==> src/rtl/rv32i_io_bus.sv <==
// rv32i_io_bus: data-side decoder between the RV32I core and data RAM.
// It maps a word-only I/O region at IO_BASE[31:12] holding GPIO out, debounced buttons,
// and an optional 64-bit timer with compare interrupt.
// Optional feature macro: RV32I_IO_TIMER_EN (timer, snapshot, compare, STATUS).
module rv32i_io_bus #(
    parameter int unsigned LED_WIDTH       = 4,
    parameter int unsigned BTN_WIDTH       = 2,
    parameter logic [15:0] DEBOUNCE_CYCLES = 16'd50000,
    parameter logic [31:0] IO_BASE         = 32'h0000_1000
) (
    input  logic                 clk,
    input  logic                 reset_n,
    input  logic                 data_mem_write,
    input  logic                 data_mem_read,
    input  logic [31:0]          data_mem_addr,
    input  logic [1:0]           store_type,
    input  logic [2:0]           load_type,
    input  logic [31:0]          write_data,
    output logic [31:0]          read_data,
    output logic                 ram_write,
    output logic                 ram_read,
    output logic [31:0]          ram_addr,
    output logic [1:0]           ram_store_type,
    output logic [2:0]           ram_load_type,
    output logic [31:0]          ram_write_data,
    input  logic [31:0]          ram_read_data,
    input  logic [BTN_WIDTH-1:0] btn,
    output logic [LED_WIDTH-1:0] led,
    output logic                 timer_irq
);

    localparam int unsigned IDX_W = 6;
    localparam int unsigned CNT_W = 16;

    localparam logic [IDX_W-1:0] IDX_GPIO_OUT  = 6'h00;
    localparam logic [IDX_W-1:0] IDX_GPIO_IN   = 6'h01;
    localparam logic [IDX_W-1:0] IDX_TIMER_LO  = 6'h02;
    localparam logic [IDX_W-1:0] IDX_TIMER_HI  = 6'h03;
    localparam logic [IDX_W-1:0] IDX_TIMER_CMP = 6'h04;
    localparam logic [IDX_W-1:0] IDX_STATUS    = 6'h05;

    logic             io_sel;
    logic             io_wr;
    logic [IDX_W-1:0] reg_idx;
    logic [31:0]      io_rdata;
    logic [31:0]      timer_rdata;

    logic [LED_WIDTH-1:0] gpio_q;

    logic [BTN_WIDTH-1:0] sync1_q;
    logic [BTN_WIDTH-1:0] sync_q;
    logic [BTN_WIDTH-1:0] cand_q;
    logic [BTN_WIDTH-1:0] stable_q;
    logic [CNT_W-1:0]     cnt_q;

    // Address bits that the word-only, 64-word register file never looks at
    logic unused_addr_bits;
    assign unused_addr_bits = ^{data_mem_addr[11:8], data_mem_addr[1:0]};

    // Region decode and RAM pass-through
    assign io_sel  = (data_mem_addr[31:12] == IO_BASE[31:12]);
    assign io_wr   = data_mem_write & io_sel;
    assign reg_idx = data_mem_addr[7:2];

    assign ram_write      = data_mem_write & ~io_sel;
    assign ram_read       = data_mem_read & ~io_sel;
    assign ram_addr       = data_mem_addr;
    assign ram_store_type = store_type;
    assign ram_load_type  = load_type;
    assign ram_write_data = write_data;

    assign led = gpio_q;

    // GPIO output register; stores always write the full word
    always_ff @(posedge clk or negedge reset_n) begin
        if (!reset_n) begin
            gpio_q <= '0;
        end else if (io_wr && (reg_idx == IDX_GPIO_OUT)) begin
            gpio_q <= write_data[LED_WIDTH-1:0];
        end
    end

    // Button synchronizer and shared-counter debouncer
    always_ff @(posedge clk or negedge reset_n) begin
        if (!reset_n) begin
            sync1_q  <= '0;
            sync_q   <= '0;
            cand_q   <= '0;
            stable_q <= '0;
            cnt_q    <= '0;
        end else begin
            sync1_q <= btn;
            sync_q  <= sync1_q;
            if (sync_q != cand_q) begin
                cand_q <= sync_q;
                cnt_q  <= '0;
            end else if (cnt_q == (DEBOUNCE_CYCLES - 16'd1)) begin
                stable_q <= cand_q;
            end else begin
                cnt_q <= cnt_q + 16'd1;
            end
        end
    end

`ifdef RV32I_IO_TIMER_EN
    logic [63:0] timer_q;
    logic [31:0] hi_snap_q;
    logic [31:0] cmp_q;
    logic        match_q;
    logic        cmp_en_q;
    logic        rd_lo;
    logic        wr_cmp;
    logic        wr_status;
    logic        match_hit;

    assign rd_lo     = data_mem_read & io_sel & (reg_idx == IDX_TIMER_LO);
    assign wr_cmp    = io_wr & (reg_idx == IDX_TIMER_CMP);
    assign wr_status = io_wr & (reg_idx == IDX_STATUS);
    assign match_hit = (timer_q[31:0] == cmp_q);
    assign timer_irq = match_q & cmp_en_q;

    // Free-running timer, high-word snapshot, compare and sticky match (set beats W1C)
    always_ff @(posedge clk or negedge reset_n) begin
        if (!reset_n) begin
            timer_q   <= '0;
            hi_snap_q <= '0;
            cmp_q     <= 32'hFFFF_FFFF;
            match_q   <= 1'b0;
            cmp_en_q  <= 1'b0;
        end else begin
            timer_q <= timer_q + 64'd1;
            if (rd_lo) begin
                hi_snap_q <= timer_q[63:32];
            end
            if (wr_cmp) begin
                cmp_q <= write_data;
            end
            if (wr_status) begin
                cmp_en_q <= write_data[1];
            end
            match_q <= match_hit | (match_q & ~(wr_status & write_data[0]));
        end
    end

    // Timer-side read mux; non-timer offsets contribute zero
    always_comb begin
        timer_rdata = '0;
        case (reg_idx)
            IDX_TIMER_LO:  timer_rdata = timer_q[31:0];
            IDX_TIMER_HI:  timer_rdata = hi_snap_q;
            IDX_TIMER_CMP: timer_rdata = cmp_q;
            IDX_STATUS:    timer_rdata = {30'd0, cmp_en_q, match_q};
            default:       timer_rdata = '0;
        endcase
    end
`else
    assign timer_rdata = '0;
    assign timer_irq   = 1'b0;
`endif

    // I/O register read mux, merged with the timer contribution
    always_comb begin
        io_rdata = timer_rdata;
        case (reg_idx)
            IDX_GPIO_OUT: io_rdata = 32'(gpio_q);
            IDX_GPIO_IN:  io_rdata = 32'(stable_q);
            default:      io_rdata = timer_rdata;
        endcase
    end

    assign read_data = io_sel ? io_rdata : ram_read_data;

endmodule

==> config.mk <==
export PLATFORM = sky130hd
export DESIGN_NAME = rv32i_io_bus
export DESIGN_NICKNAME = d
export VERILOG_FILES = /design/src/rtl/rv32i_io_bus.sv
export SDC_FILE = /design/constraint.sdc
export NUM_CORES = 1
export LEC_CHECK = 0
export CAP_MARGIN = 0
export CORE_MARGIN = 2
export CORE_UTILIZATION = 30
export CTS_CLUSTER_SIZE = 30
export DETAILED_ROUTE_END_ITERATION = 8
export GPL_ROUTABILITY_DRIVEN = 0
export HOLD_SLACK_MARGIN = 0.08
export MAX_ROUTING_LAYER = met4
export PLACE_DENSITY = 0.78
export SLEW_MARGIN = 20
export SYNTH_ARGS = -nofsm -noshare
export SYNTH_HDL_FRONTEND = slang
export SYNTH_SLANG_ARGS = --single-unit
export TNS_END_PERCENT = 1
==> constraint.sdc <==
create_clock -name clk -period 2.08 [get_ports clk]
set_clock_uncertainty 0.15 [all_clocks]
set_input_delay 0.312 -clock clk [delete_from_list [all_inputs] [get_ports clk]]
set_output_delay 0.312 -clock clk [all_outputs]
set_load 0.05 [all_outputs]
# Word-level counts from Yosys, hierarchy flattened
# Index checks and enable logic that the tools add are counted.
[word_totals]
ff_bits = 28
out_inout_bits = 108
wordCells = 24
[classes]
addsub = 1
mux = 4
n_eq_ne = 5
bitwise = 5
n_reduce_logical = 3
[op_table]
columns = ["op", "n"]
rows = [
  ["16-bit two-way mux", 2],
  ["32-bit two-way mux", 1],
  ["20-bit by 1-bit == test with 1-bit output, second input constant", 1],
  ["16-bit by 1-bit adder with 16-bit output, second input constant", 1],
  ["16-bit == test, second input constant", 1],
  ["4-bit one-hot mux with 2 select lines", 1],
  ["6-bit by 1-bit == test with 1-bit output, second input constant", 1],
  ["6-bit logical NOT", 1],
  ["1-bit AND", 3],
  ["2-bit != test", 1],
  ["2-bit != test, second input constant", 1],
  ["1-bit inverter", 2],
  ["2-bit AND reduction", 1],
  ["1-bit logical AND", 1],
]

# Longest topological paths before layout
# Gate-level depths: netlist of run 1.
[logic_depth]
depth_word = 3
ltp_mapped = 5
ltp_nobuf = 5

# Worst setup path before layout of run 1
# OpenSTA, ideal clock, no wires.
[synth_timing]
path_type = "in2out"
start = "in data_mem_addr[13]"
end = "out read_data[2]"
t_arrival_ns = 1.651
path_slack_ns = -0.033
n_path_buf = 0
path_stages = 3
cell_sequence = "or4_4 -> nor3_4 -> a32o_1"
[synth_via]
elab_chain_len = 2
[synth_lines]
columns = ["item", "line_no", "text"]
rows = [
  ["start, declared", "15", "input logic [31:0] data_mem_addr,"],
  ["20-bit by 1-bit == test with 1-bit output", "61", "assign io_sel = (data_mem_addr[31:12] == IO_BASE[31:12]);"],
  ["32-bit two-way mux", "171", "assign read_data = io_sel ? io_rdata : ram_read_data;"],
  ["end, declared", "19", "output logic [31:0] read_data,"],
]
# No other way between the ends.

# Worst setup path after layout of run 1
[layout_timing]
start = "in data_mem_addr[15]"
end = "out read_data[0]"
# Same word-level chain as after synthesis.

==> results of run 1 <==
[kinds of logic after synthesis]
logic type,after synthesis,share of synthesized area
AOI/OAI and AO/OA,8,0.02797
DFF,28,0.3263
and+or+nand+nor,96,0.2611
xor gates and xnor gates,12,0.04895
other,1,0.001747
adders and majority gates,1,0.005827
buffers and inverters,82,0.2675
muxes,12,0.06061
[flip-flops by register name, indices dropped and copies added, names as in the netlist]
signal    cells
cnt_q        16
stable_q      2
cand_q        2
led           4
sync_q        2
sync1_q       2
[worst max path at each step]
stage	end	slack, ns	cells after the start
6_report	read_data[0]	-0.22	6
5_1_grt	read_data[0]	-0.26	6
4_1_cts	read_data[3]	-0.19	6
2_1_floorplan	read_data[3]	-0.03	3
3_3_place_gp	read_data[29]	-0.58	8
3_5_place_dp	read_data[29]	-0.59	8
[power by group through the flow]
stage	Sequential (mW)	Combinational [mW]	Clock [mW]
global placement	0.570	0.696	0
global route	0.562	0.754	0.455
floorplan	0.570	0.543	0
CTS	0.561	0.721	0.433
detailed placement	0.571	0.700	0
finish	0.560	0.724	0.425
[per-layer routing]
layer,up-vias,global-route usage
li1,933,-
met1,941,0.1968
met2,89,0.3103
met3,6,0.04011
met4,0,0.02755
met5,-,-
[critical path: cells and delay by family]
family	cells	cell delay, ns
buffers and inverters	3	0.40
multiplexers	1	0.29
AND/OR/NAND/NOR	2	0.83
[through the flow]
step           instances  hold slack (ns)  worst slack [ns]  power [mW]
2_1_floorplan        240          -0.1336          -0.03296       1.113
3_3_place_gp         430           0.1831           -0.5781       1.267
3_5_place_dp         430           0.1847           -0.5860       1.272
4_1_cts              436           0.2071           -0.1925       1.715
5_1_grt              439           0.2196           -0.2608       1.771
6_report             439           0.2066           -0.2235       1.710
[cell type report]
cell class	count	area [um^2]	area share
multi-input cells	130	955.9	0.2460
clock inverters	1	30.03	0.007727
inverters	4	15.01	0.003863
repair buffers	177	2023	0.5206
well taps	96	120.1	0.03091
clock buffers	3	41.29	0.01062
flip-flops and latches	28	700.7	0.1803
[cells in the final DEF (no fill, tap or decap), types with 8 or more instances in the layout]
cell | netlist | routed
nor2b_1 | 30 | 30
dfrtp_1 | 28 | 28
buf_12 | 0 | 33
nor2_1 | 20 | 19
xnor2_1 | 8 | 8
buf_6 | 0 | 36
clkdlybuf4s50_1 | 0 | 47
buf_4 | 70 | 39
dlygate4sd2_1 | 0 | 13
[synthesized netlist by cell type, types with 2 or more instances]
cell type   n  area, um^2
clkbuf_1    5       18.77
nor2b_1    30       187.7
nor3_1      2       10.01
nand4_1     6       37.54
buf_2       3       15.01
a21oi_1     2       10.01
dfrtp_1    28       700.7
buf_4      70       525.5
or3_1       3       18.77
nand3_1     6       30.03
and3_1      2       12.51
a32o_1      2       20.02
mux2i_1     4       40.04
nor2_1     20       75.07
xnor2_1     8       70.07
mux2_2      8       90.09
xor2_1      4       35.03
nor4_1      9       56.30
nor4b_1     2       17.52
nand2_1     8       30.03
inv_1       4       15.01
[what timing repair did]
action | in CTS | in global routing
setup endpoints to repair | 38 | 34
buffers inserted | 2 | 3
pin swaps | 11 | 5
gates cloned | 0 | 0
gates resized for setup | 87 | 14
==> results.json, run 1 <==
{
  "synth_area_per_cell_um2": 8.946,
  "cts.clk_slew.worst_paths_ns": 0.09,
  "dr.max_layer_used": "met4",
  "grt_pass1_vias": 2038,
  "tritoncts": "done",
  "share_clk_of_total_power": 0.249,
  "postSynthRegisterBits": 28,
  "worstSetupPathType": "in2out",
  "clock_latency_ns": 0.27,
  "post-route-period-util": 1.107,
  "grt_util_all_layers": 0.1718,
  "cts_buffers": 3,
  "route.detailed.drc": 0,
  "finalSetupViolCount": 34,
  "max_cap_viol_count": 0,
  "final_core_util": 0.5658,
  "final_design_area_no_fill_um2": 3886,
  "power_switching_share": 0.3221,
  "nets": 452,
  "worst-endpoint-arrival_ns": 1.84,
  "cts_htree_levels": 1,
  "hp-start": "sync1_q[1]",
  "path_max_fanout": 4,
  "wl_met3_um": 478,
  "unrepaired_setup_endpoints_after_global_routing": "yes",
  "global_route.overflow_total": 0,
  "timing.rr.end": "stable_q[1]",
  "antenna_cells_inserted": 0,
  "critPathMaxStageDelay_ns": 0.56,
  "power.ir.vdd_worst_mv": 0.3487,
  "fillerInstances": 563,
  "first_pass_grt_wire_length_um": 10150,
  "type_of_the_worst_min_delay_path": "reg2reg",
  "finalWirelength_um": 6878,
  "failing_checks": "setup timing",
  "crit_path_start_kind": "input port",
  "synth-async-reset-ratio": 1.000,
  "hold_path_depth": 0,
  "via_count": 1969,
  "fmax_mhz": 434.1,
  "met2_length_um": 3717,
  "dpl.hpwl_um": 5635,
  "synth_edf_count": 0,
  "power-per-cell-area_nw_per_um2": 440.0,
  "cts.path.max_buffers": 2,
  "grt_max_degree": 29,
  "detailed_place.area_um2": 3578,
  "max_slew.worst_pin.slew_ns": 0.5191,
  "sequential_cell_area_fraction_in_the_yosys_report": 0.3263,
  "crit_chain": "buf_6 > or4_4 > nor3_4 > buf_4 > mux2_4 > buf_6",
  "reg2regPathDepth": 5,
  "period_minus_slack_ns": 2.303,
  "critical_path_source": "data_mem_addr[15]",
  "wl_met1_um": 2645,
  "synth_cells": 240,
  "cts_sinks": 28,
  "route.antenna.remaining_nets": 0,
  "synth-main-ff-cell": "dfrtp_1",
  "synth.distinct_cells": 35,
  "floorplan.initialDensity": 0.3126,
  "fin_ws_ns": -0.2235,
  "hold_viol": 0,
  "layout_area_growth_over_synthesis_pct": 81.00,
  "p_comb_frac": 0.423,
  "initial_antenna_violation_count": 0,
  "power_report.internal_total_mw": 1.159,
  "hold_end": "sync_q[1]",
  "dr.first_iter.drc_count": 59,
  "avgRoutedWirePerCell_um": 15.67,
  "maxSlewViolCount": 0,
  "syn_nets": 348,
  "reg2reg_from": "cnt_q[0]",
  "total_switching_power_mw": 0.5508,
  "crit_path_end_kind": "primary output",
  "yosysWarningCount": 0,
  "cp_common_cell": "buf_6",
  "post_route_cells_drive_above_1_share": 0.4169,
  "first_pass_iters": 4,
  "boundaryPins": 215,
  "die_height_um": 88.60,
  "seq_power_share": 0.328,
  "setup-tns-final_ns": -4.432,
  "status": "finished with violations",
  "max-slew-margin-rel": 0.6528,
  "crit_slowest_cell": "or4_4",
  "ff2ff_setup_slack_ns": 0.23,
  "synth_area_um2": 2147,
  "fp.dieArea_um2": 7850,
  "static-leakage-power_nw": 1.765,
  "number_of_hold_buffers_added_after_cts": 0,
  "cp_data_required_time_ns": 1.62,
  "dieWidth_um": 88.60,
  "route.detailed.vias_per_inst": 4.485,
  "std_cell_rows": 30,
  "place.port_buffers": 135,
  "clockRootBuffer": "clkbuf_8",
  "core_area_um2": 6869
}
Note: power is estimated with default switching activity, not from simulation.
==> run 2: changes to the inputs <==
- CORE_MARGIN: 2 -> 1
==> results.json, run 2 (synthesis results as in run 1) <==
{
  "status": "finished with violations",
  "failing_checks": "setup timing",
  "unrepaired_setup_endpoints_after_global_routing": "yes",
  "initial_antenna_violation_count": 0,
  "reg2regPathDepth": 4,
  "grt_util_all_layers": 0.2173,
  "multiInputGateArea_um2": 960.9,
  "maxSlewViolCount": 0,
  "hold_path_depth": 0,
  "worst-endpoint-arrival_ns": 1.79,
  "p_comb_frac": 0.450,
  "period_minus_slack_ns": 2.257,
  "route.detailed.vias_per_inst": 4.586,
  "route.antenna.remaining_nets": 0,
  "grt_pass1_vias": 2092,
  "seq_power_share": 0.346,
  "largest_reg_flops": 16,
  "power_report.internal_total_mw": 1.066,
  "dieWidth_um": 86.60,
  "power.ir.vdd_worst_mv": 0.3911,
  "static-leakage-power_nw": 1.739,
  "fillerInstances": 612,
  "type_of_the_worst_min_delay_path": "reg2reg",
  "sequential_cell_area_um2": 700.7,
  "largest_register": "cnt_q",
  "cts.path.max_buffers": 2,
  "avgRoutedWirePerCell_um": 17.43,
  "timing.rr.end": "stable_q[0]",
  "power_switching_share": 0.3410,
  "setup-tns-final_ns": -2.748,
  "hp-start": "sync1_q[0]",
  "reg2reg_from": "cnt_q[7]",
  "crit_path_end_kind": "primary output",
  "post-route-period-util": 1.085,
  "die_height_um": 86.60,
  "core_area_um2": 6869,
  "via_count": 2018,
  "route.detailed.drc": 0,
  "clockRootBuffer": "clkbuf_8",
  "antenna_cells_inserted": 0,
  "max-slew-margin-rel": 0.6399,
  "crit_path_start_kind": "input port",
  "grt_max_degree": 29,
  "total_switching_power_mw": 0.5519,
  "hold_viol": 0,
  "global_route.overflow_total": 0,
  "clock_latency_ns": 0.27,
  "cts_buffers": 3,
  "fmax_mhz": 443.1,
  "cts_sinks": 28,
  "std_cell_rows": 30,
  "cts_htree_levels": 1,
  "number_of_hold_buffers_added_after_cts": 0,
  "post_route_cells_drive_above_1_share": 0.4506,
  "dr.first_iter.drc_count": 32,
  "layout_area_growth_over_synthesis_pct": 78.15,
  "place.port_buffers": 135,
  "first_pass_iters": 4,
  "tritoncts": "done",
  "power-per-cell-area_nw_per_um2": 423.1,
  "max_slew.worst_pin.slew_ns": 0.5384,
  "share_clk_of_total_power": 0.203,
  "worstSetupPathType": "in2out",
  "max_cap_viol_count": 0,
  "fin_hold_ws_ns": 0.2114,
  "boundaryPins": 215,
  "path_max_fanout": 2,
  "floorplan.initialDensity": 0.3126,
  "dpl.hpwl_um": 6281,
  "finalWirelength_um": 7670,
  "first_pass_grt_wire_length_um": 11750,
  "most-common-layout-cells": "clkdlybuf4s50_1 (48), buf_4 (48), buf_12 (32)",
  "cts.clk_slew.worst_paths_ns": 0.09,
  "fp.dieArea_um2": 7500,
  "hold_end": "sync_q[0]",
  "finalSetupViolCount": 34,
  "nets": 453,
  "ff2ff_setup_slack_ns": 0.31,
  "cp_data_required_time_ns": 1.62,
  "fin_ws_ns": -0.1767
}
==> run 2: power groups by stage <==
| stage | Combinational [mW] | Sequential, mW | Clock [mW] |
|---|---|---|---|
| after global routing | 0.755 | 0.563 | 0.371 |
| after detailed placement | 0.710 | 0.572 | 0 |
| after CTS | 0.732 | 0.561 | 0.342 |
| after global placement | 0.706 | 0.571 | 0 |
| after floorplan | 0.543 | 0.570 | 0 |
| final | 0.729 | 0.561 | 0.329 |
==> run 2: routing by layer <==
metal / routed length, um / vias to the layer above / track usage / part of all wire
li1: - / 937 / - / -
met1: 3495 / 982 / 0.2859 / 0.46
met2: 3471 / 91 / 0.3297 / 0.45
met3: 604 / 8 / 0.06095 / 0.079
met4: 99 / 0 / 0.05455 / 0.013
met5: 0 / - / - / 0
==> run 2: timing repair <==
item / in CTS / in global routing
endpoints found under the setup margin: 37 / 34
pin swaps: 12 / 5
buffers inserted: 5 / 0
gates resized for setup: 113 / 4
endpoints found under the hold margin: 0 / 0
gates cloned: 1 / 0
==> run 2: area by class of cell <==
| type | count | area share |
|---|---|---|
| multi-input combinational | 130 | 0.2512 |
| tap | 96 | 0.03140 |
| timing repair buffer | 178 | 0.5159 |
| inverter | 4 | 0.003925 |
| sequential | 28 | 0.1832 |
| clock buffer | 4 | 0.01439 |
==> run 2: critical path: stages <==
cell and delay (ns):
buf_6 0.09, or4_4 0.56, or3_4 0.41, a32o_2 0.26, buf_12 0.15
==> run 2: per-stage QoR <==
stage                 util  worst slack, ns  cell area (um^2)  power, mW  cells
CTS                 0.5566          -0.1439              3824      1.634    440
floorplan                -         -0.03296              2148      1.113    240
global placement    0.5209          -0.5413              3578      1.276    430
finish              0.5568          -0.1767              3825      1.618    440
global route        0.5568          -0.2301              3825      1.688    440
detailed placement  0.5209          -0.5761              3578      1.282    430
==> run 2: worst max-delay path by stage <==
stage	from	endpoint	slack [ns]	cells past startpoint
after floorplan	data_mem_addr[13]	read_data[3]	-0.03	3
after global placement	data_mem_addr[13]	read_data[3]	-0.54	6
after detailed placement	data_mem_addr[13]	read_data[3]	-0.58	6
after CTS	data_mem_addr[17]	read_data[3]	-0.14	5
after global routing	data_mem_addr[15]	read_data[2]	-0.23	7
final	data_mem_addr[15]	read_data[2]	-0.18	5
==> run 3: changes to the inputs <==
- clock period: 2.08 -> 2.59 ns (I/O delays scaled with it)
==> results.json, run 3 (synthesis results as in run 1) <==
{
  "layout_area_growth_over_synthesis_pct": 49.18,
  "finalWirelength_um": 6333,
  "largest_reg_flops": 16,
  "max_slew.worst_pin.slew_ns": 0.5171,
  "hold_viol": 0,
  "maxSlewViolCount": 0,
  "cts_htree_levels": 1,
  "largest_register": "cnt_q",
  "grt_max_degree": 31,
  "static-leakage-power_nw": 1.436,
  "grtUsageMet1": 0.1957,
  "crit_slowest_cell": "or4_4",
  "power-per-cell-area_nw_per_um2": 392.1,
  "top_usage_layer": "met2",
  "place.port_buffers": 135,
  "crit_chain": "dlygate4sd2_1 > or4_4 > nor3_4 > buf_4 > a32o_2 > buf_12",
  "placedCellCount": 405,
  "global_route.overflow_total": 0,
  "dr.first_iter.drc_count": 27,
  "cts_buffers": 3,
  "route.antenna.remaining_nets": 0,
  "power.ir.vdd_worst_mv": 0.2597,
  "core_area_um2": 6869,
  "status": "finished clean",
  "cts.path.max_buffers": 2,
  "antenna_cells_inserted": 0,
  "grt_pass1_vias": 1793,
  "cp_data_required_time_ns": 2.05,
  "nets": 425,
  "finalSetupViolCount": 0,
  "dpl.hpwl_um": 5115,
  "worstSetupPathType": "in2out",
  "fmax_mhz": 396.5,
  "period_minus_slack_ns": 2.522,
  "final_design_area_no_fill_um2": 3203,
  "max_cap_viol_count": 0,
  "die_height_um": 86.60,
  "detailed_place.area_um2": 3067,
  "clock_latency_ns": 0.28,
  "floorplan.initialDensity": 0.3126,
  "critPathMaxStageDelay_ns": 0.51,
  "max-slew-margin-rel": 0.6542,
  "fp.dieArea_um2": 7500,
  "dieWidth_um": 86.60,
  "boundaryPins": 215,
  "fin_hold_ws_ns": 0.2042,
  "mostFrequentLayoutCell": "buf_4",
  "first_pass_grt_wire_length_um": 9121,
  "std_cell_rows": 30,
  "cts.clk_slew.worst_paths_ns": 0.09,
  "avgRoutedWirePerCell_um": 15.37,
  "via_count": 1885,
  "grt_util_all_layers": 0.1646,
  "worst-endpoint-arrival_ns": 1.98,
  "path_max_fanout": 4,
  "post-route-period-util": 0.9737,
  "type_of_the_worst_min_delay_path": "reg2reg",
  "cts_sinks": 28,
  "route.detailed.vias_per_inst": 4.575,
  "crit_path_start_kind": "input port",
  "route.detailed.drc": 0,
  "tritoncts": "done",
  "first_pass_iters": 4,
  "initial_antenna_violation_count": 0,
  "post_route_cells_drive_above_1_share": 0.2975,
  "clockRootBuffer": "clkbuf_8",
  "instances_no_fill": 412,
  "most-common-layout-cells": "buf_4 (63), clkdlybuf4s50_1 (62), nor2b_1 (30)",
  "use_met2": 0.2785,
  "crit_path_end_kind": "primary output",
  "gr-usage-met3": 0.04571
}
[run 3: cell count changes in the layout (fill, tap and decap cells not counted), sizes merged]
cell	change
dlygate4sd2	+11
clkbuf	-2
clkdlybuf4s15	-4
dlymetal6s2s	+2
bufinv	+1
buf	-50
clkdlybuf4s50	+14
[run 3: cell type report]
type | count | area [um^2]
Fill cell | 640 | 3666
Sequential cell | 28 | 700.7
Clock buffer | 3 | 41.29
Inverter | 4 | 15.01
Timing Repair Buffer | 150 | 1379
Clock inverter | 1 | 30.03
Multi-Input combinational cell | 130 | 917.1
Tap cell | 96 | 120.1
[run 3: path summary, 6_finish.rpt]
kind | to | startpoint | cells past startpoint | slack, ns
max | read_data[2] | data_mem_addr[14] | 6 | 0.07
min | sync_q[0] | sync1_q[0] | 0 | 0.20
max reg2reg | stable_q[1] | cnt_q[13] | 4 | 0.58
min reg2reg | sync_q[0] | sync1_q[0] | 0 | 0.20
max in group asynchronous | stable_q[0] | reset_n | 2 | 1.71
min in group asynchronous | cnt_q[10] | reset_n | 2 | 0.32
[run 3: what timing repair did]
item,4_1_cts,5_1_grt
hold buffers,0,0
setup buffers,2,1
setup endpoints to repair,34,34
resized for setup,31,4
pin swaps,10,8
endpoints found under the hold margin,0,0
[run 3: per-layer routing]
layer  vias to the layer above  share of wire
met5                         -              0
met4                         0         0.0084
met3                         7          0.086
met2                        93           0.50
met1                       903           0.41
li1                        882              -
[run 3: critical path: cells and delay by family]
kind / cells / cell delay, ns
compound gates: 1 / 0.19
buf+inv: 3 / 0.57
simple gates: 2 / 0.83
[run 3: stage by stage]
step | util | setup TNS (ns) | total power [mW] | setup slack [ns]
floorplan | - | 0 | 0.8937 | 0.3240
global placement | 0.4464 | -5.983 | 0.9254 | -0.2055
detailed placement | 0.4464 | -7.076 | 0.9279 | -0.2366
CTS | 0.4641 | 0 | 1.265 | 0.04551
global route | 0.4663 | -0.005328 | 1.302 | -0.005328
finish | 0.4663 | 0 | 1.256 | 0.06822
[run 3: power breakdown]
group / internal, mW / total [mW] / switching (mW)
sequential: 0.444 / 0.450 / 0.00567
combinational: 0.188 / 0.464 / 0.275
clock: 0.207 / 0.342 / 0.135
total: 0.840 / 1.26 / 0.416
